===== config.mk =====
export PLATFORM = sky130hd
export DESIGN_NAME = tone_arbiter
export DESIGN_NICKNAME = d
export VERILOG_FILES = /design/src/rtl/sound_pkg.sv /design/src/rtl/tone_arbiter_tone_gen.sv /design/src/rtl/tone_arbiter.sv
export SDC_FILE = /design/constraint.sdc
export NUM_CORES = 1
export LEC_CHECK = 0
export BUFFER_PORTS_ARGS = -buffer_cell sky130_fd_sc_hd__buf_2
export CAP_MARGIN = 20
export CORE_UTILIZATION = 50
export CTS_CLUSTER_SIZE = 12
export DETAILED_ROUTE_END_ITERATION = 7
export PLACE_DENSITY_LB_ADDON = 0.2
export SETUP_SLACK_MARGIN = 0.1
export SYNTH_ARGS = -nofsm -noshare
export SYNTH_HDL_FRONTEND = slang
export SYNTH_HIERARCHICAL = 1
export SYNTH_SLANG_ARGS = --single-unit
export TNS_END_PERCENT = 50

===== constraint.sdc =====
create_clock -name i_Clk -period 5.9 [get_ports i_Clk]
set_input_delay 0.295 -clock i_Clk [delete_from_list [all_inputs] [get_ports i_Clk]]
set_output_delay 0.295 -clock i_Clk [all_outputs]
set_load 0.01 [all_outputs]

===== src/rtl/sound_pkg.sv =====
// Types and constants shared by the sound subsystem: arbiter states and field widths.
package sound_pkg;

  typedef enum logic [1:0] {
    IDLE = 2'd0,
    PLAY = 2'd1,
    GAP  = 2'd2
  } arb_state_t;

  localparam int CLK_HZ = 25_000_000;
  localparam int HP_W   = 16;
  localparam int DUR_W  = 8;

  // Counter width able to hold 0..n-1, never narrower than one bit.
  function automatic int cnt_width(input int n);
    return (n > 1) ? $clog2(n) : 1;
  endfunction

endpackage


===== src/rtl/tone_arbiter_tone_gen.sv =====
// Square-wave divider: toggles its output every half_period clocks while enabled.
module tone_gen
  import sound_pkg::*;
(
  input  logic            i_Clk,
  input  logic            i_Rst_n,
  input  logic            i_En,
  input  logic [HP_W-1:0] i_Half_Period,
  output logic            o_Out
);

  logic [HP_W-1:0] cnt_reg;
  logic            out_reg;

  always_ff @(posedge i_Clk) begin
    if (!i_Rst_n || !i_En) begin
      cnt_reg <= '0;
      out_reg <= 1'b0;
    end else if (i_Half_Period == '0) begin
      // A zero half-period is a rest: stay silent, never let the counter run away.
      cnt_reg <= '0;
      out_reg <= 1'b0;
    end else if (cnt_reg >= i_Half_Period - 16'd1) begin
      cnt_reg <= '0;
      out_reg <= ~out_reg;
    end else begin
      cnt_reg <= cnt_reg + 16'd1;
    end
  end

  assign o_Out = out_reg;

endmodule


===== src/rtl/tone_arbiter.sv =====
// Round-robin owner of the speaker pin: grants one requester, plays its tone for
// the requested number of ms ticks, pulses done, then holds a silent gap.
module tone_arbiter
  import sound_pkg::*;
#(
  parameter int NUM_REQ  = 4,
  parameter int TICK_DIV = 25000,
  parameter int GAP_MS   = 1
) (
  input  logic                    i_Clk,
  input  logic                    i_Rst_n,
  input  logic [NUM_REQ-1:0]      i_Req,
  input  logic [HP_W*NUM_REQ-1:0] i_Half_Period,
  input  logic [DUR_W*NUM_REQ-1:0] i_Duration,
  output logic [NUM_REQ-1:0]      o_Grant,
  output logic [NUM_REQ-1:0]      o_Done,
  output logic                    o_Busy,
  output logic                    o_Out
);

  localparam int PTR_W = cnt_width(NUM_REQ);
  localparam int PS_W  = cnt_width(TICK_DIV);
  localparam int GAP_W = cnt_width(GAP_MS);

  localparam logic [PS_W-1:0]  PS_LAST  = PS_W'(TICK_DIV - 1);
  localparam logic [GAP_W-1:0] GAP_LAST = GAP_W'((GAP_MS > 0) ? GAP_MS - 1 : 0);
  localparam logic [PTR_W:0]   NREQ     = (PTR_W + 1)'(NUM_REQ);

  arb_state_t          state_reg;
  logic [PTR_W-1:0]    ptr_reg;
  logic [NUM_REQ-1:0]  grant_reg;
  logic [NUM_REQ-1:0]  done_reg;
  logic [HP_W-1:0]     hp_reg;
  logic [DUR_W-1:0]    dur_cnt_reg;
  logic [PS_W-1:0]     presc_reg;
  logic [GAP_W-1:0]    gap_cnt_reg;

  logic [HP_W-1:0]     hp_slice  [NUM_REQ];
  logic [DUR_W-1:0]    dur_slice [NUM_REQ];

  for (genvar gi = 0; gi < NUM_REQ; gi++) begin : g_unpack
    assign hp_slice[gi]  = i_Half_Period[gi*HP_W +: HP_W];
    assign dur_slice[gi] = i_Duration[gi*DUR_W +: DUR_W];
  end

  // Rotate the requests so bit 0 is the pointer position; the lowest set bit wins.
  logic [2*NUM_REQ-1:0] req_dbl;
  logic [NUM_REQ-1:0]   req_rot;
  logic                 found;
  logic [PTR_W-1:0]     offset;
  logic [PTR_W:0]       win_sum;
  logic [PTR_W:0]       next_sum;
  logic [PTR_W-1:0]     winner;
  logic [PTR_W-1:0]     ptr_after;
  logic [NUM_REQ-1:0]   win_onehot;

  assign req_dbl = {i_Req, i_Req} >> ptr_reg;
  assign req_rot = req_dbl[NUM_REQ-1:0];

  always_comb begin
    found  = 1'b0;
    offset = '0;
    for (int j = NUM_REQ - 1; j >= 0; j--) begin
      if (req_rot[j]) begin
        found  = 1'b1;
        offset = PTR_W'(j);
      end
    end
  end

  assign win_sum    = {1'b0, ptr_reg} + {1'b0, offset};
  assign winner     = (win_sum >= NREQ) ? PTR_W'(win_sum - NREQ) : win_sum[PTR_W-1:0];
  assign next_sum   = {1'b0, winner} + (PTR_W + 1)'(1);
  assign ptr_after  = (next_sum >= NREQ) ? PTR_W'(next_sum - NREQ) : next_sum[PTR_W-1:0];
  assign win_onehot = NUM_REQ'(1) << winner;

  logic presc_wrap;
  logic aborted;
  logic tone_out;

  assign presc_wrap = (presc_reg == PS_LAST);
  assign aborted    = ((i_Req & grant_reg) == '0);

  always_ff @(posedge i_Clk) begin
    if (!i_Rst_n) begin
      state_reg   <= IDLE;
      ptr_reg     <= '0;
      grant_reg   <= '0;
      done_reg    <= '0;
      hp_reg      <= '0;
      dur_cnt_reg <= '0;
      presc_reg   <= '0;
      gap_cnt_reg <= '0;
    end else begin
      done_reg <= '0;
      case (state_reg)
        IDLE: begin
          if (found) begin
            state_reg   <= PLAY;
            grant_reg   <= win_onehot;
            ptr_reg     <= ptr_after;
            hp_reg      <= hp_slice[winner];
            dur_cnt_reg <= dur_slice[winner];
            presc_reg   <= '0;
          end
        end
        PLAY: begin
          if (aborted) begin
            state_reg   <= GAP;
            grant_reg   <= '0;
            presc_reg   <= '0;
            gap_cnt_reg <= '0;
          end else if (dur_cnt_reg == '0 || (presc_wrap && dur_cnt_reg == DUR_W'(1))) begin
            // Zero duration ends after a single PLAY clock; otherwise on the last tick.
            state_reg   <= GAP;
            done_reg    <= grant_reg;
            grant_reg   <= '0;
            presc_reg   <= '0;
            gap_cnt_reg <= '0;
          end else if (presc_wrap) begin
            presc_reg   <= '0;
            dur_cnt_reg <= dur_cnt_reg - DUR_W'(1);
          end else begin
            presc_reg   <= presc_reg + PS_W'(1);
          end
        end
        GAP: begin
          if (GAP_MS == 0 || (presc_wrap && gap_cnt_reg == GAP_LAST)) begin
            state_reg <= IDLE;
            presc_reg <= '0;
          end else if (presc_wrap) begin
            presc_reg   <= '0;
            gap_cnt_reg <= gap_cnt_reg + GAP_W'(1);
          end else begin
            presc_reg <= presc_reg + PS_W'(1);
          end
        end
        default: begin
          state_reg <= IDLE;
          grant_reg <= '0;
        end
      endcase
    end
  end

  tone_gen u_tone_gen (
    .i_Clk         (i_Clk),
    .i_Rst_n       (i_Rst_n),
    .i_En          (state_reg == PLAY),
    .i_Half_Period (hp_reg),
    .o_Out         (tone_out)
  );

  // Gating by state silences the pin on the very clock PLAY is left, mid-phase or not.
  assign o_Out   = tone_out & (state_reg == PLAY);
  assign o_Grant = grant_reg;
  assign o_Done  = done_reg;
  assign o_Busy  = (state_reg != IDLE);

endmodule


==> impl_metrics.py <==
metrics = {
    "clock_network": {
        "cts.clk_slew.worst_paths_ns": 0.07,
        "clk_latency_ns": 0.34,
        "cts_hold_buf": 0,
        "cts_resized": 0,
        "cts.sinks": 69,
        "cts_buffers": 9,
        "cts_setup_buffers": 0,
        "h-tree-depth": 3,
        "cts_max_path_buffers": 2,
        "cts_root_buf": "clkbuf_8",
        "tritoncts": "yes",
    },
    "sta": {
        "clock-skew-final_ns": 0.00686,
        "hold_viol_final": 0,
        "maxSlewHeadroom_pct": 29.9,
        "fin_tns_setup_ns": 0,
        "finalCritPeriodShare_pct": 55.0,
        "timing.final.crit_period_ns": 3.24,
        "rsz0062_at_grt": "false",
        "worst-slew-pin-transition_ns": 1.05,
        "maxSlewViolCount": 0,
        "finalSetupViolCount": 0,
        "max_freq_mhz": 308,
        "layout_setup_ws_ns": 2.66,
    },
    "grt": {
        "grt_max_degree": 40,
        "antenna_found_initial": 0,
        "overflow": 0,
        "grt_pass1_vias": 4247,
        "grt_pass1_wl_mm": 19.1,
        "track_usage_pct": 23.1,
    },
    "setup_path": {
        "worstPathRequired_ns": 6.17,
        "critPathBufInv": 0,
        "critical_path.endpoint_type": "flop",
        "critPathMaxStageDelay_ns": 0.61,
        "crit_path_frequent_cell": "nor2_1",
        "startpoint": "hp_reg[2]",
        "cp_max_fo": 16,
        "path_class": "reg -> reg",
        "crit_chain": "or4_4 > nor4_4 > nand2_1 > nor2_1 > xnor2_1 > ha_1 > a21oi_1 > nor2_1 > a211oi_1 > nand4_4 > nor2_1",
        "cp_slowest_cell": "or4_4",
        "regToRegStartpoint": "hp_reg[2]",
        "crit_family": "simple AND/OR/NAND/NOR gates",
        "cp.arrival_ns": 3.51,
        "crit_path_start_kind": "flop",
    },
    "cells_and_area": {
        "final_util_pct": 60.8,
        "syn_to_final_growth_pct": 15.9,
        "instances_no_fill": 807,
        "layout.nets": 808,
        "insertedDiodeCount": 0,
        "final_common_cell": "buf_2",
        "drive_gt1_share_pct": 24.6,
        "layout_common_cells": "buf_2, nand2_1, dfxtp_1",
    },
    "pwr": {
        "cellPowerDensity_mw_per_mm2": 435,
        "p_total_mw": 2.49,
        "ir_worst_vdd_mv": 0.507,
        "p_leak_nw": 2.42,
    },
    "logic_synthesis": {
        "syn_nets": 710,
        "ys_seq_area_share_pct": 27.9,
        "yosysTopAreaCellShare_pct": 27.9,
        "ys_ff_latch": 69,
        "netlist_area_mm2": 0.00494,
        "synth_top_area_cell": "dfxtp_1",
        "synth_edf_count": 0,
        "synth-async-reset-ratio_pct": 0,
        "synth_cell_types": 76,
        "ys_top_cells_by_area": "dfxtp_1, ha_1, nand2_1, xnor2_1, mux2i_1",
        "synth_ff_type": "dfxtp_1",
        "syn_area_per_cell_um2": 8.55,
        "syn-instance-count": 578,
        "yosysWarnings": 6,
    },
    "placed_design": {
        "dp.cells": 792,
        "place.gp.congestion": 0.824,
        "post-place-ws_ns": 2.44,
        "io_buffer_count": 111,
        "hpwl_mm": 8.81,
    },
    "min_path": {
        "hold_path.startpoint": "i_Half_Period[49]",
        "hold_class": "in -> reg",
    },
    "flow_run": {
        "drv_cap": 0,
    },
    "die": {
        "start_util_pct": 52.5,
        "core_area_mm2": 0.00942,
        "fp.dieH_um": 101,
        "die_w_um": 101,
        "placementRows": 35,
        "die_area_mm2": 0.0103,
        "pin_count": 112,
    },
    "route": {
        "wirelength_mm": 11.3,
        "via_per_inst": 5.52,
        "vias": 4452,
        "drtIter0Drc": 222,
        "detail_route.wl_per_cell_um": 14.0,
        "ant_nets": 0,
        "drcViolationCount": 0,
        "drt_pass1_iterations": 4,
    },
    "run_status": {
        "status": "finished clean",
    },
}
## routing by layer
metal  vias up  share of wire, %  track usage [%]
met5         -                 0                0
met1      2036                48             29.8
met2       105                46             38.8
met4         0               2.1             9.36
met3        19               3.6             3.45
li1       2292                 -                -
## cell type report
cell class              instances  area [µm²]
repair buffers                113         578
flip-flops and latches         69        1380
fillers                       847        3690
inverters                      13        48.8
well taps                     129         161
multi-input cells             470        3360
clock buffers                  11         141
clock inverters                 2        60.1
## final timing paths
kind	slack (ns)	end	depth (start not counted)
max	2.66	u_tone_gen/cnt_reg[2]	11
max reg2reg	2.66	u_tone_gen/cnt_reg[2]	11
min reg2reg	0.45	gap_cnt_reg	1
min	0.28	hp_reg[1]	3
## tightest hold or removal path, cell delays in order
cell     delay [ns]
buf_2          0.07
mux2_1         0.11
a221o_1        0.12
## where the power goes
group | total [mW] | switching [mW] | internal (mW)
registers | 0.660 | 0.109 | 0.551
logic | 1.42 | 0.781 | 0.641
clock network | 0.410 | 0.167 | 0.243
## cells in the mapped netlist (3+ instances only)
| cell | count |
|---|---|
| a21boi_0 | 7 |
| a21o_1 | 4 |
| a21oi_1 | 13 |
| a221o_1 | 16 |
| a22o_1 | 7 |
| a22oi_1 | 5 |
| a31o_2 | 3 |
| a32o_1 | 3 |
| and2_1 | 9 |
| and3_1 | 5 |
| and4_1 | 3 |
| buf_2 | 9 |
| buf_6 | 4 |
| clkbuf_1 | 11 |
| dfxtp_1 | 69 |
| ha_1 | 30 |
| inv_1 | 13 |
| mux2_1 | 9 |
| mux2_2 | 6 |
| mux2i_1 | 20 |
| mux4_2 | 4 |
| nand2_1 | 85 |
| nand3_1 | 26 |
| nand4_1 | 10 |
| nor2_1 | 51 |
| nor2_2 | 10 |
| nor2b_1 | 12 |
| nor3_1 | 11 |
| nor3b_1 | 3 |
| nor4_1 | 3 |
| o211a_1 | 3 |
| o211ai_1 | 3 |
| o21a_1 | 4 |
| o21ai_0 | 14 |
| o31ai_1 | 3 |
| xnor2_1 | 23 |
| xor2_1 | 17 |
## cells by family after synthesis
group           after synthesis  share of synthesized area [%]
compound gates              110                           17.7
xor+xnor                     40                           7.09
fa+ha+maj                    30                           7.59
buf+inv                      39                           4.20
flops                        69                           27.9
mux                          40                           9.59
simple gates                250                           25.9
## stage by stage
stage / instance area [µm²] / hold slack [ns]
after floorplan: 4940 / 0.425
after global placement: 5500 / 0.436
after detailed placement: 5500 / 0.445
after CTS: 5710 / 0.274
after global routing: 5730 / 0.293
final: 5730 / 0.285
(Power assumes the default switching activity.)
